--- src/rtl/stg_idq.sv ---
// ---------------------------------------------------------------------------
// stg_idq - decode-input queue between the fetch (IF) and decode (ID) stages.
//
// This queue holds up to DEPTH {pc, instr, root_opc} entries, so IF can keep
// fetching while ID is stalled. The read side is first-word-fall-through from
// registered storage. An entry pushed at edge N appears on ow_* after edge N.
// There is no empty bypass. While the queue is empty, ID sees a NOP bubble.
//
// Ports
//   iw_clk       in   clock, rising edge
//   iw_rst       in   asynchronous active-low reset
//   iw_flush     in   drop every entry (branch / exception redirect)
//   iw_valid     in   IF presents an entry
//   ow_ready     out  queue accepts the entry (!full || iw_ready)
//   iw_pc        in   entry pc
//   iw_instr     in   entry instruction
//   iw_root_opc  in   entry root opcode
//   ow_valid     out  head entry valid toward ID
//   iw_ready     in   ID consumes the head
//   ow_pc        out  head pc (0 when !ow_valid)
//   ow_instr     out  head instruction ({OPC_NOP,16'h0} when !ow_valid)
//   ow_root_opc  out  head root opcode (OPC_NOP when !ow_valid)
//   ow_count     out  occupancy 0..DEPTH
//   ow_afull     out  registered ow_count >= AFULL_LVL
// ---------------------------------------------------------------------------
module stg_idq #(
    parameter int              DEPTH     = 4,
    parameter int              PC_W      = 48,
    parameter int              INSTR_W   = 24,
    parameter int              OPC_W     = 8,
    parameter int              AFULL_LVL = DEPTH - 1,
    parameter logic [OPC_W-1:0] OPC_NOP  = '0
) (
    input  logic                       iw_clk,
    input  logic                       iw_rst,
    input  logic                       iw_flush,
    input  logic                       iw_valid,
    output logic                       ow_ready,
    input  logic [PC_W-1:0]            iw_pc,
    input  logic [INSTR_W-1:0]         iw_instr,
    input  logic [OPC_W-1:0]           iw_root_opc,
    output logic                       ow_valid,
    input  logic                       iw_ready,
    output logic [PC_W-1:0]            ow_pc,
    output logic [INSTR_W-1:0]         ow_instr,
    output logic [OPC_W-1:0]           ow_root_opc,
    output logic [$clog2(DEPTH):0]     ow_count,
    output logic                       ow_afull
);

    localparam int PTR_W = $clog2(DEPTH);
    localparam int CNT_W = PTR_W + 1;
    localparam logic [INSTR_W-1:0] INSTR_NOP = INSTR_W'({OPC_NOP, 16'h0000});

    logic [PC_W-1:0]    pc_mem    [DEPTH];
    logic [INSTR_W-1:0] instr_mem [DEPTH];
    logic [OPC_W-1:0]   opc_mem   [DEPTH];

    logic [PTR_W-1:0] rd_ptr, rd_ptr_nxt;
    logic [PTR_W-1:0] wr_ptr, wr_ptr_nxt;
    logic [CNT_W-1:0] count, count_nxt;
    logic             afull_q;
    logic             full, empty, push, pop;

    // Full and empty come only from the occupancy count. With wrapping
    // pointers, rd_ptr == wr_ptr can mean either full or empty.
    assign full  = (count == CNT_W'(DEPTH));
    assign empty = (count == '0);

    // When the queue is full, an entry is accepted only if the head leaves
    // on the same edge. That write lands in the slot being vacated.
    assign ow_ready = !full || iw_ready;
    assign ow_valid = !empty;

    assign push = iw_valid && ow_ready;
    assign pop  = ow_valid && iw_ready;

    always_comb begin
        rd_ptr_nxt = rd_ptr;
        wr_ptr_nxt = wr_ptr;
        count_nxt  = count;
        if (iw_flush) begin
            rd_ptr_nxt = '0;
            wr_ptr_nxt = '0;
            count_nxt  = '0;
        end else begin
            if (push) wr_ptr_nxt = wr_ptr + PTR_W'(1);
            if (pop)  rd_ptr_nxt = rd_ptr + PTR_W'(1);
            if (push && !pop)      count_nxt = count + CNT_W'(1);
            else if (pop && !push) count_nxt = count - CNT_W'(1);
        end
    end

    always_ff @(posedge iw_clk or negedge iw_rst) begin
        if (!iw_rst) begin
            rd_ptr  <= '0;
            wr_ptr  <= '0;
            count   <= '0;
            afull_q <= 1'b0;
        end else begin
            rd_ptr  <= rd_ptr_nxt;
            wr_ptr  <= wr_ptr_nxt;
            count   <= count_nxt;
            // Registered from the next count, so it changes in step with ow_count.
            afull_q <= (count_nxt >= CNT_W'(AFULL_LVL));
        end
    end

    // Storage has no reset because its contents are gated off while empty.
    always_ff @(posedge iw_clk) begin
        if (push && !iw_flush) begin
            pc_mem[wr_ptr]    <= iw_pc;
            instr_mem[wr_ptr] <= iw_instr;
            opc_mem[wr_ptr]   <= iw_root_opc;
        end
    end

    // Output muxing keeps uninitialised storage from reaching ID as X.
    assign ow_pc       = ow_valid ? pc_mem[rd_ptr]    : '0;
    assign ow_instr    = ow_valid ? instr_mem[rd_ptr] : INSTR_NOP;
    assign ow_root_opc = ow_valid ? opc_mem[rd_ptr]   : OPC_NOP;
    assign ow_count    = count;
    assign ow_afull    = afull_q;

endmodule

--- config.mk ---
export PLATFORM = sky130hd
export DESIGN_NAME = stg_idq
export DESIGN_NICKNAME = d
export VERILOG_FILES = /design/src/rtl/stg_idq.sv
export SDC_FILE = /design/constraint.sdc
export NUM_CORES = 1
export LEC_CHECK = 0
export BUFFER_PORTS_ARGS = -buffer_cell sky130_fd_sc_hd__buf_2
export CORE_MARGIN = 4
export CORE_UTILIZATION = 35
export DETAILED_ROUTE_END_ITERATION = 12
export PLACE_DENSITY = 0.49
export SLEW_MARGIN = 20
export SYNTH_ARGS = -nofsm -noshare
export SYNTH_HDL_FRONTEND = slang
export SYNTH_SLANG_ARGS = --single-unit
--- constraint.sdc ---
create_clock -name iw_clk -period 5 [get_ports iw_clk]
set_input_delay 0 -clock iw_clk [delete_from_list [all_inputs] [get_ports iw_clk]]
set_output_delay 0 -clock iw_clk [all_outputs]
set_load 0.02 [all_outputs]
# == Word-level counts from Yosys, hierarchy flattened ==
# Memories as Yosys holds them, arrays and structs flattened.
# Cells that the tools add are included.
# totals
ram_bits,320
out_inout_bits,86
word_cells,39
n_memories,3
inputBits,85
ff_bits,8
# op_classes
order_cmp,1
n_mux,12
n_reduce_logical,14
addsub,4
n_eq_ne,1
# memory_table
name,depth,width,rd,rd_ports_with_merged_regs,write_ports,line,text
pc_mem,4,48,1,0,1,55,logic [PC_W-1:0] pc_mem [DEPTH];
instr_mem,4,24,1,0,1,56,logic [INSTR_W-1:0] instr_mem [DEPTH];
opc_mem,4,8,1,0,1,57,logic [OPC_W-1:0] opc_mem [DEPTH];
# op_table
op,count
$mux W48,1
$mux W24,1
$mux W3,3
$mux W2,4
$mux W8,1
$logic_and A1 B1 Y1,5
$logic_not A1 Y1,5
$add A2 B1 Y2 const B,2
$reduce_bool A2 Y1,2
$add A3 B1 Y3 const B,1
$eq A3 B3 Y1 const B,1
$ge A3 B2 Y1 const B,1
$logic_not A3 Y1,1
$sub A3 B1 Y3 const B,1
$mux W1,2
$logic_or A1 B1 Y1,1

# == Logic depth before layout (Yosys ltp) ==
# Gate-level depths: netlist (run 1).
# depth
depth_word,10
mapped_depth,7
depth_no_buf,6

# == Worst setup path after synthesis (run 1) ==
# OpenSTA, ideal clock, no wires.
# synth_timing
path_type,register to register
from,register count[0] (netlist: ow_count[0])
to,memory instr_mem[0][0] (enable)
path_buffers,0
path_stages_with_launch,7
setup_time_ns,0.447
required_ns,4.553
t_arrival_ns,3.366
slack_ns,1.187
path_cell_list,dfrtp_1 -> inv_1 -> ha_1 -> nand3b_1 -> nand2_1 -> nor2_1 -> and2_1
# synth_between
elab_chain_cells,7
# synth_lines
item,line,text
start: declaration,61,"logic [CNT_W-1:0] count, count_nxt;"
start signal: assignment,103,count <= count_nxt;
$eq A3 B3 Y1,67,assign full = (count == CNT_W'(DEPTH));
$logic_not A1 Y1,72,assign ow_ready = !full || iw_ready;
$logic_or A1 B1 Y1,72,
via ow_ready,38,"output logic ow_ready,"
$logic_and A1 B1 Y1,75,assign push = iw_valid && ow_ready;
$logic_and A1 B1 Y1,111,if (push && !iw_flush) begin
$mux W1,111,
$mux W1 (not written as such),113,instr_mem[wr_ptr] <= iw_instr;
end: declaration,56,
# The timed path passes the listed nets, and every way through them passes these cells.

# == Worst setup path in the final report (run 1) ==
# layout_timing
from,register count[0] (netlist: ow_count[0])
to,memory instr_mem[3][15] (enable)
# layout_between
elab_chain_cells,7
# layout_lines
item,line
$eq A3 B3 Y1,67
$logic_not A1 Y1,72
$logic_or A1 B1 Y1,72
$logic_and A1 B1 Y1,75
$logic_and A1 B1 Y1,111
$mux W1,111
$mux W1 (not written as such),113
# No other way between the ends.

==> metrics.md, run 1 <==
| Metric | Value |
|---|---|
| Final HPWL DP | `16300 µm` |
| Vias in the first global route | `7083` |
| Final Hold Fails | `0` |
| Hold buffers post-CTS | `86` |
| Total Negative Setup Slacks | `0 ps` |
| Pins Over Slew Limit | `0` |
| Worst setup margin | `1910 ps` |
| CP Class | `register to register` |
| Row count | `69` |
| Place WS | `between 1500 and 2000 ps` |
| Share of post-route cells with drive strength above 1 | `approximately 37%` |
| CTS H-tree lvls | `2` |
| Share of the synthesized area in the top cell type | `75.7%` |
| Pre-antenna DRT Iters | `6` |
| Largest net degree at the start of global routing | `86` |
| Gr usage total | `13.9%` |
| Antenna-violating nets left | `0` |
| Hold_sp | `iw_instr[12]` |
| Post-synth EDFFs | `320` |
| Mean Syn Cell Area | `between 20 and 25 µm²` |
| Min-delay worst type | `input pin to register` |
| Leading area contributor after synthesis | `edfxtp_1` |
| Post-CTS Repair Setup Buffers | `0` |
| Synth Net Count | `663` |
| Synth cell types | `30` |
| Synth area leaders | `edfxtp_1 (76%), mux4_2 (14%), and2_1 (4.1%)` |
| CTS sink count | `between 300 and 400` |
| Setup Skew | `16.3 ps` |
| RSZ-0062 raised after global routing | `no` |
| Resized Gates After CTS | `0` |
| Layout area overhead | `26.3%` |
| Clock Path Buffers | `3` |
| Reg-to-reg startpoint | `ow_count[0]` |
| Total core area | `approximately 36000 µm²` |
| Critical path arrival | `3240 ps` |
| P per Cell Area | `512 nW/µm²` |
| Critical path cell sequence | `inv_1 > ha_1 > nand3b_1 > nand2_1 > nor2_1 > and2_4 > buf_4` |
| Slew at the pin closest to its max-slew limit | `1050 ps` |
| #FFs+latches synth | `between 300 and 400` |
| Leak Pwr | `0.00552 µW` |
| Worst-path fanout max | `53` |
| Post-Syn Instances | `571` |
| Worst-Skew Late Latency | `510 ps` |
| Inst Count DP | `1179` |
| Via count | `6320` |
| # port buffers | `170` |
| Warnings, synthesis | `0` |
| DRT Wirelength | `approximately 28000 µm` |
| Wirelength per Cell | `20.7 µm` |
| Clock transition at path regs | `about 60 ps` |
| Total CTS buffers | `35` |
| Startpoint types | `register` |
| Width of the die | `roughly 200 µm` |
| Max-Cap Viols | `0` |
| Peak VDD IR | `0.276 mV` |
| Commonest non-fill, non-tap cell in the layout | `edfxtp_1` |
| Ports | `171` |
| Setup-failing EPs final | `0` |
| CTS Root Cell | `clkbuf_16` |
| Initial DRC Count | `slightly above 300` |
| Gr ovfl total | `0` |
| Crit path required time | `5150 ps` |
| Register area share after synthesis | `between 70% and 80%` |
| RePlAce Congestion | `0.718` |
| Starting Density | `35.6%` |
| CTS tree | `yes` |
| Layout net count | `934` |
| Outcome | `finished clean` |
| Synth Cell Area | `12700 µm²` |
| Final period util | `61.9%` |
| Post-route minimum period | `3090 ps` |
| First-pass GRT wire length | `42100 µm` |
| Crit path capture type | `register` |
| Die area | `39400 µm²` |
| Final Instance Count excl. Fillers | `1331` |
| Most frequently used flop master after synthesis | `edfxtp_1` |
| Die Span Y | `198 µm` |
| Slew margin rel. | `approximately 30%` |
| Worst-path cell with the longest stage delay | `and2_4` |
| Async SR Flop Fraction | `2.44%` |
| Critical Path Start | `ow_count[0]` |
| CP max stage delay | `770 ps` |
| Residual DRC | `0` |
| Via density | `4.75` |
| Commonest cells after routing, fill and taps aside | `edfxtp_1 (320), buf_2 (170), dlygate4sd3_1 (86)` |
| Fmax | `323 MHz` |
| Number of antenna violations at the first check in global routing | `1` |
==> stage by stage <==
step | area, µm² | power [µW] | utilization, % | hold slack (ps)
after detailed placement | 14000 | 5700 | 39.3 | -140
final | 16000 | 8210 | 45.0 | 242
after floorplan | 12700 | 4930 | - | -296
after CTS | 16000 | 8370 | 44.9 | 218
after global routing | 16000 | 8640 | 45.0 | 240
after global placement | 14000 | 5680 | 39.3 | -148
==> worst max-delay path, delay by kind of cell, from the launching register on <==
kind	cells	cell delay (ps)
flip-flops	1	440
buffers and inverters	2	630
adder cells (fa/ha/maj)	1	330
AND/OR/NAND/NOR	4	1320
==> per-layer routing <==
| layer | vias to the layer above | part of all wire (%) | global-route usage (%) |
|---|---|---|---|
| li1 | 2856 | - | - |
| met1 | 3258 | 43 | 18.6 |
| met2 | 172 | 50 | 23.7 |
| met3 | 34 | 5.1 | 2.86 |
| met4 | 0 | 1.7 | 3.12 |
| met5 | - | 0 | 0 |
==> final timing paths <==
check,endpoint,slack [ps],cells after the start
max,instr_mem[3][15],1910,7
min,instr_mem[0][12],240,2
max reg2reg,instr_mem[3][15],1910,7
min reg2reg,ow_count[1],610,2
max in group asynchronous,rd_ptr[1],4180,3
min in group asynchronous,ow_count[2],490,3
==> layout make-up <==
type                            instances  area (µm²)
Inverter                                4        15.0
Clock buffer                           42         945
Clock inverter                         21         203
Sequential cell                       328        9820
Fill cell                            3117       19600
Timing Repair Buffer                  264        1780
Tap cell                              461         577
Antenna cell                            2        5.00
Multi-Input combinational cell        209        2700
==> Yosys cell counts, types with 2 or more instances <==
master      n
dfrtp_1     8
xor2_1      2
inv_1       4
ha_1        7
nand2_1     4
clkbuf_1   10
mux4_2     80
buf_6       8
edfxtp_1  320
nand3b_1    4
xnor2_1     3
and2_1     84
buf_2      10
nor2_1      8
nand3_1     4
==> flip-flops by register name, summed over array words and instances, names as in the netlist <==
register,count
instr_mem,96
opc_mem,32
ow_afull,1
ow_count,3
pc_mem,192
rd_ptr,2
wr_ptr,2
==> cells by family after synthesis <==
logic type	Yosys count	synth area share [%]
buffers and inverters	34	1.62
AND/OR/NAND/NOR	109	5.18
adder cells (fa/ha/maj)	7	0.690
XOR/XNOR	5	0.345
AO/OA/AOI/OAI	7	0.621
multiplexers	81	14.3
flip-flops	328	77.2
==> power breakdown <==
part / total (µW) / switching [µW] / internal (µW)
combinational: 2380 / 1380 / 1000
sequential: 3260 / 116 / 3150
clock: 2570 / 1020 / 1550
Power figures use the tool's default switching activity.
==> run 2: changes to the inputs <==
Clock period 5 ns to 3.2 ns, I/O delays scaled along.
==> metrics.md, run 2 (synthesized netlist as in run 1, its figures left out) <==
| Metric | Value |
|---|---|
| Switching power | `between 3000 and 4000 µW` |
| Layout net count | `945` |
| Vias in the first global route | `around 7000` |
| Pre-antenna DRT Iters | `4` |
| Max-Cap Viols | `0` |
| Initial DRC Count | `285` |
| Via density | `4.78` |
| Share of post-route cells with drive strength above 1 | `between 30% and 40%` |
| Slew margin rel. | `52.7%` |
| CTS H-tree lvls | `2` |
| Crit path required time | `3200 ps` |
| Clock share of power | `33.1%` |
| Row count | `approximately 70` |
| Outcome | `finished clean` |
| Critical path cell sequence | `inv_1 > ha_1 > nand2b_4 > buf_4 > and2_1 > buf_2` |
| RePlAce Congestion | `roughly 0.7` |
| Die Span Y | `198 µm` |
| Ports | `171` |
| Peak VDD IR | `0.345 mV` |
| Setup-failing EPs final | `0` |
| Worst-path fanout max | `67` |
| Startpoint types | `register` |
| Total Negative Setup Slacks | `0 ps` |
| Post-route minimum period | `2630 ps` |
| Wirelength per Cell | `slightly above 20 µm` |
| Width of the die | `198 µm` |
| Number of antenna violations at the first check in global routing | `1` |
| Top Usage Layer GRT | `met2` |
| Total core area | `35700 µm²` |
| First-pass GRT wire length | `around 42000 µm` |
| Pint | `9350 µW` |
| Routing usage on met1 | `17.1%` |
| Critical path arrival | `2630 ps` |
| Leak Pwr | `roughly 0.0057 µW` |
| Final instance area | `16400 µm²` |
| Final Hold Fails | `0` |
| Antenna-violating nets left | `0` |
| Clock Path Buffers | `3` |
| CTS sink count | `328` |
| Min-delay worst type | `input pin to register` |
| Switching Fraction | `29.6%` |
| CTS tree | `yes` |
| Final period util | `~82%` |
| Met3 Track Usage GR | `3.03%` |
| Crit path capture type | `output pin` |
| Top flop regs | `pc_mem: 192 flops, instr_mem: 96 flops, opc_mem: 32 flops` |
| Met2 Use GR | `between 20% and 30%` |
| Commonest non-fill, non-tap cell in the layout | `edfxtp_1` |
| Layout area overhead | `29.0%` |
| Pins Over Slew Limit | `0` |
| P per Cell Area | `around 810 nW/µm²` |
| Worst path bufs/invs | `3` |
| Setup Skew | `19.6 ps` |
| Commonest cells after routing, fill and taps aside | `edfxtp_1 (320), buf_2 (170), dlygate4sd3_1 (86)` |
| Worst-Skew Late Latency | `between 500 and 600 ps` |
| DRT Wirelength | `27700 µm` |
| Comb pwr share | `28.6%` |
| Largest register FFs | `192` |
| Total CTS buffers | `36` |
| # port buffers | `170` |
| CTS Root Cell | `clkbuf_16` |
| Starting Density | `35.6%` |
| Largest net degree at the start of global routing | `between 60 and 70` |
| Residual DRC | `0` |
| CP max stage delay | `between 500 and 600 ps` |
| Top reg by flops | `pc_mem` |
| Gr ovfl total | `0` |
| Sequential Power Share | `38.3%` |
| Filler instances | `approximately 3000` |
| Slew at the pin closest to its max-slew limit | `709 ps` |
| Fmax | `381 MHz` |
| Worst-path cell with the longest stage delay | `nand2b_4` |
| Final HPWL DP | `17600 µm` |
| CP Class | `register to output pin` |
| Via count | `6406` |
| CP delay by family, top | `simple AND/OR/NAND/NOR gates` |
| DP Area | `14200 µm²` |
| Gr usage total | `14.0%` |
| Die area | `39400 µm²` |
| RSZ-0062 raised after global routing | `no` |
| Clock transition at path regs | `around 60 ps` |
## run 2: worst paths after layout
kind | start | slack, ps | depth (start not counted) | end
worst max register to register | ow_count[0] | 670 | 7 | pc_mem[3][37]
worst min-delay path | iw_instr[6] | 230 | 2 | instr_mem[2][6]
worst min register to register | wr_ptr[1] | 600 | 2 | wr_ptr[1]
max in group asynchronous | iw_rst | 2360 | 3 | rd_ptr[1]
worst max-delay path | ow_count[0] | 570 | 6 | ow_instr[16]
min in group asynchronous | iw_rst | 520 | 3 | ow_count[2]
## run 2: timing repair
action | 4_1_cts | 5_1_grt
setup buffers | 0 | 0
resized for setup | 0 | 0
hold buffers | 86 | 0
hold endpoints to repair | 336 | 0
## run 2: worst register-to-register path: stages, from the launching register on
cell and delay [ps]:
dfrtp_1 440, inv_1 100, ha_1 330, nand3b_1 180, nand2_1 110, nor2_1 220, and2_4 490, buf_4 350
## run 2: layout make-up
class	count	area, µm²	area share, %
sequential	328	9820	59.9
multi-input combinational	209	2700	16.5
timing repair buffer	274	1980	12.1
clock buffer	45	977	5.97
tap	461	577	3.52
clock inverter	19	304	1.86
inverter	4	15.0	0.0917
antenna	1	2.50	0.0153
## run 2: stage by stage
stage          std cells  power (µW)  worst slack (ps)  hold WS (ps)  utilization (%)
2_1_floorplan        571        7690               270          -296                -
3_3_place_gp        1190        8970               739          -147             39.9
3_5_place_dp        1190        9010               655          -142             39.9
4_1_cts             1340       13500               452           202             45.9
5_1_grt             1341       13900               309           210             45.9
6_report            1341       13300               575           228             45.9
## run 2: routing by layer
layer | up-vias | part of all wire (%)
li1 | 2881 | -
met1 | 3323 | 41
met2 | 156 | 53
met3 | 46 | 4.2
met4 | 0 | 2.1
met5 | - | 0
## run 2: power groups by stage
stage / Combinational (µW) / Sequential [µW] / Clock, µW
2_1_floorplan: 2620 / 5080 / 0
3_3_place_gp: 3790 / 5180 / 0
3_5_place_dp: 3820 / 5190 / 0
4_1_cts: 3930 / 5100 / 4510
5_1_grt: 4110 / 5120 / 4720
6_report: 3790 / 5090 / 4390
==> run 3: changes to the inputs <==
Settings changed: PLACE_DENSITY 0.49 to 0.51.
Clock period 3.2 ns to 2.2 ns, I/O delays scaled along.
==> metrics.md, run 3 (synthesized netlist as in run 1, its figures left out) <==
| Metric | Value |
|---|---|
| Peak VDD IR | `0.676 mV` |
| Width of the die | `~200 µm` |
| Met2 routed WL | `14700 µm` |
| Clock transition at path regs | `roughly 60 ps` |
| CP Class | `register to output pin` |
| Worst setup margin | `-4.92 ps` |
| RSZ-0062 raised after global routing | `yes` |
| # port buffers | `170` |
| Hold_sp | `iw_pc[23]` |
| Largest net degree at the start of global routing | `44` |
| Via density | `4.78` |
| Residual DRC | `0` |
| Multi-input logic area | `between 2000 and 3000 µm²` |
| P per Cell Area | `1150 nW/µm²` |
| Worst-Skew Late Latency | `510 ps` |
| Critical path arrival | `2200 ps` |
| Antenna-violating nets left | `0` |
| R2r setup slk | `approximately 220 ps` |
| Outcome | `finished with violations` |
| Clock Path Buffers | `3` |
| Max Used Layer | `met4` |
| Pins Over Slew Limit | `0` |
| Routed wl met3 | `approximately 1400 µm` |
| Reg-to-reg startpoint | `ow_count[0]` |
| Leak Pwr | `~0.0057 µW` |
| Die Span Y | `just under 200 µm` |
| Layout Utilization | `a little under half` |
| DP Area | `14300 µm²` |
| Vias in the first global route | `7165` |
| Min-delay worst type | `input pin to register` |
| Slew at the pin closest to its max-slew limit | `~430 ps` |
| Number of antenna violations at the first check in global routing | `2` |
| Fmax | `454 MHz` |
| Wirelength per Cell | `20.8 µm` |
| Share of post-route cells with drive strength above 1 | `39.0%` |
| Metal-1 WL | `11500 µm` |
| Hold Path Stages | `2` |
| Final instance area | `about 16000 µm²` |
| CTS Root Cell | `clkbuf_16` |
| Commonest non-fill, non-tap cell in the layout | `edfxtp_1` |
| Filler instances | `3072` |
| DRT Wirelength | `28100 µm` |
| Worst R2R End | `instr_mem[3][8]` |
| Place WS | `249 ps` |
| Pre-antenna DRT Iters | `4` |
| Final Hold Fails | `0` |
| Final HPWL DP | `17000 µm` |
| Crit path required time | `approximately 2200 ps` |
| Layout net count | `955` |
| First-pass GRT wire length | `43400 µm` |
| Gr usage total | `14.4%` |
| Row count | `69` |
| Largest register FFs | `192` |
| Post-route minimum period | `2200 ps` |
| Worst-path fanout max | `10` |
| Slew margin rel. | `71.0%` |
| Crit path capture type | `output pin` |
| Storage cell area | `9820 µm²` |
| Total CTS buffers | `37` |
| Starting Density | `35.6%` |
| Die area | `39400 µm²` |
| Worst Hold Endpoint | `pc_mem[1][23]` |
| Cells on worst reg2reg path | `7` |
| Max-Cap Viols | `0` |
| Top reg by flops | `pc_mem` |
| Setup Skew | `14.1 ps` |
| Final period util | `100%` |
| Startpoint types | `register` |
| Setup-failing EPs final | `2` |
| Total core area | `around 36000 µm²` |
| Ports | `~170` |
| Final Instance Count excl. Fillers | `1350` |
| Layout area overhead | `29.2%` |
| Via count | `around 6500` |
| Failing checks | `negative setup slack` |
| Commonest cells after routing, fill and taps aside | `edfxtp_1 (320), buf_2 (170), dlygate4sd3_1 (86)` |
| CTS tree | `yes` |
| Gr ovfl total | `0` |
| CTS sink count | `328` |
| Top flop regs | `pc_mem: 192 flops, instr_mem: 96 flops, opc_mem: 32 flops` |
| RePlAce Congestion | `roughly 0.71` |
| Inst Count DP | `1193` |
| CTS H-tree lvls | `2` |
| Initial DRC Count | `258` |
run 3: cell count changes in the layout (fill, tap and decap cells not counted), moves of 2 or more:
cell	previous run	this run
buf_12	11	15
bufinv_16	8	1
clkinv_2	1	5
dfrtp_1	6	4
dfrtp_2	0	2
inv_1	4	2
inv_2	0	2
run 3: through the flow:
step	hold WS (ps)	power, µW	TNS, ps
floorplan	-296	11200	-18250
global placement	-143	13200	0
detailed placement	-137	13300	0
CTS	219	19300	-810
global route	238	19900	-2670
finish	249	18900	-5.92
run 3: what timing repair did:
item,4_1_cts,5_1_grt
resized for setup,0,1
endpoints found under the hold margin,336,0
buffers inserted,3,0
hold buffers,86,0
gates cloned,2,1
endpoints found under the setup margin,77,71
run 3: worst max-delay path, stage by stage (launching register included):
cell and delay [ps]:
dfrtp_4 420, buf_12 140, bufbuf_16 300, mux4_2 500
and2_1 180, buf_2 160
run 3: cell type report:
cell class                      instances  area share, %
Antenna cell                            1         0.0153
Clock buffer                           45           5.83
Clock inverter                         19          0.976
Inverter                                4         0.0915
Multi-Input combinational cell        210           16.7
Sequential cell                       328           59.9
Tap cell                              461           3.52
Timing Repair Buffer                  282           13.1
run 3: worst max path at each step:
stage / slack, ps / endpoint / from
floorplan: -60 / instr_mem[0][0] / ow_count[0]
global placement: 300 / instr_mem[3][2] / ow_count[0]
detailed placement: 250 / instr_mem[3][7] / ow_count[0]
CTS: -50 / ow_pc[17] / rd_ptr[0]
global route: -80 / ow_pc[17] / rd_ptr[0]
finish: -5 / ow_pc[7] / rd_ptr[0]
run 3: report_power, final:
part | total (µW) | switching, µW | leakage [µW] | internal (µW)
sequential | 7260 | 101 | 0.00301 | 7160
combinational | 6090 | 3440 | 0.00212 | 2650
clock | 5590 | 2360 | 0.000537 | 3240
total | 18900 | 5900 | 0.00566 | 13000
run 3: metal layers:
layer | vias to the layer above | track usage, %
li1 | 2896 | -
met1 | 3354 | 18.4
met2 | 164 | 25.6
met3 | 38 | 2.59
met4 | 0 | 3.39
met5 | - | 0
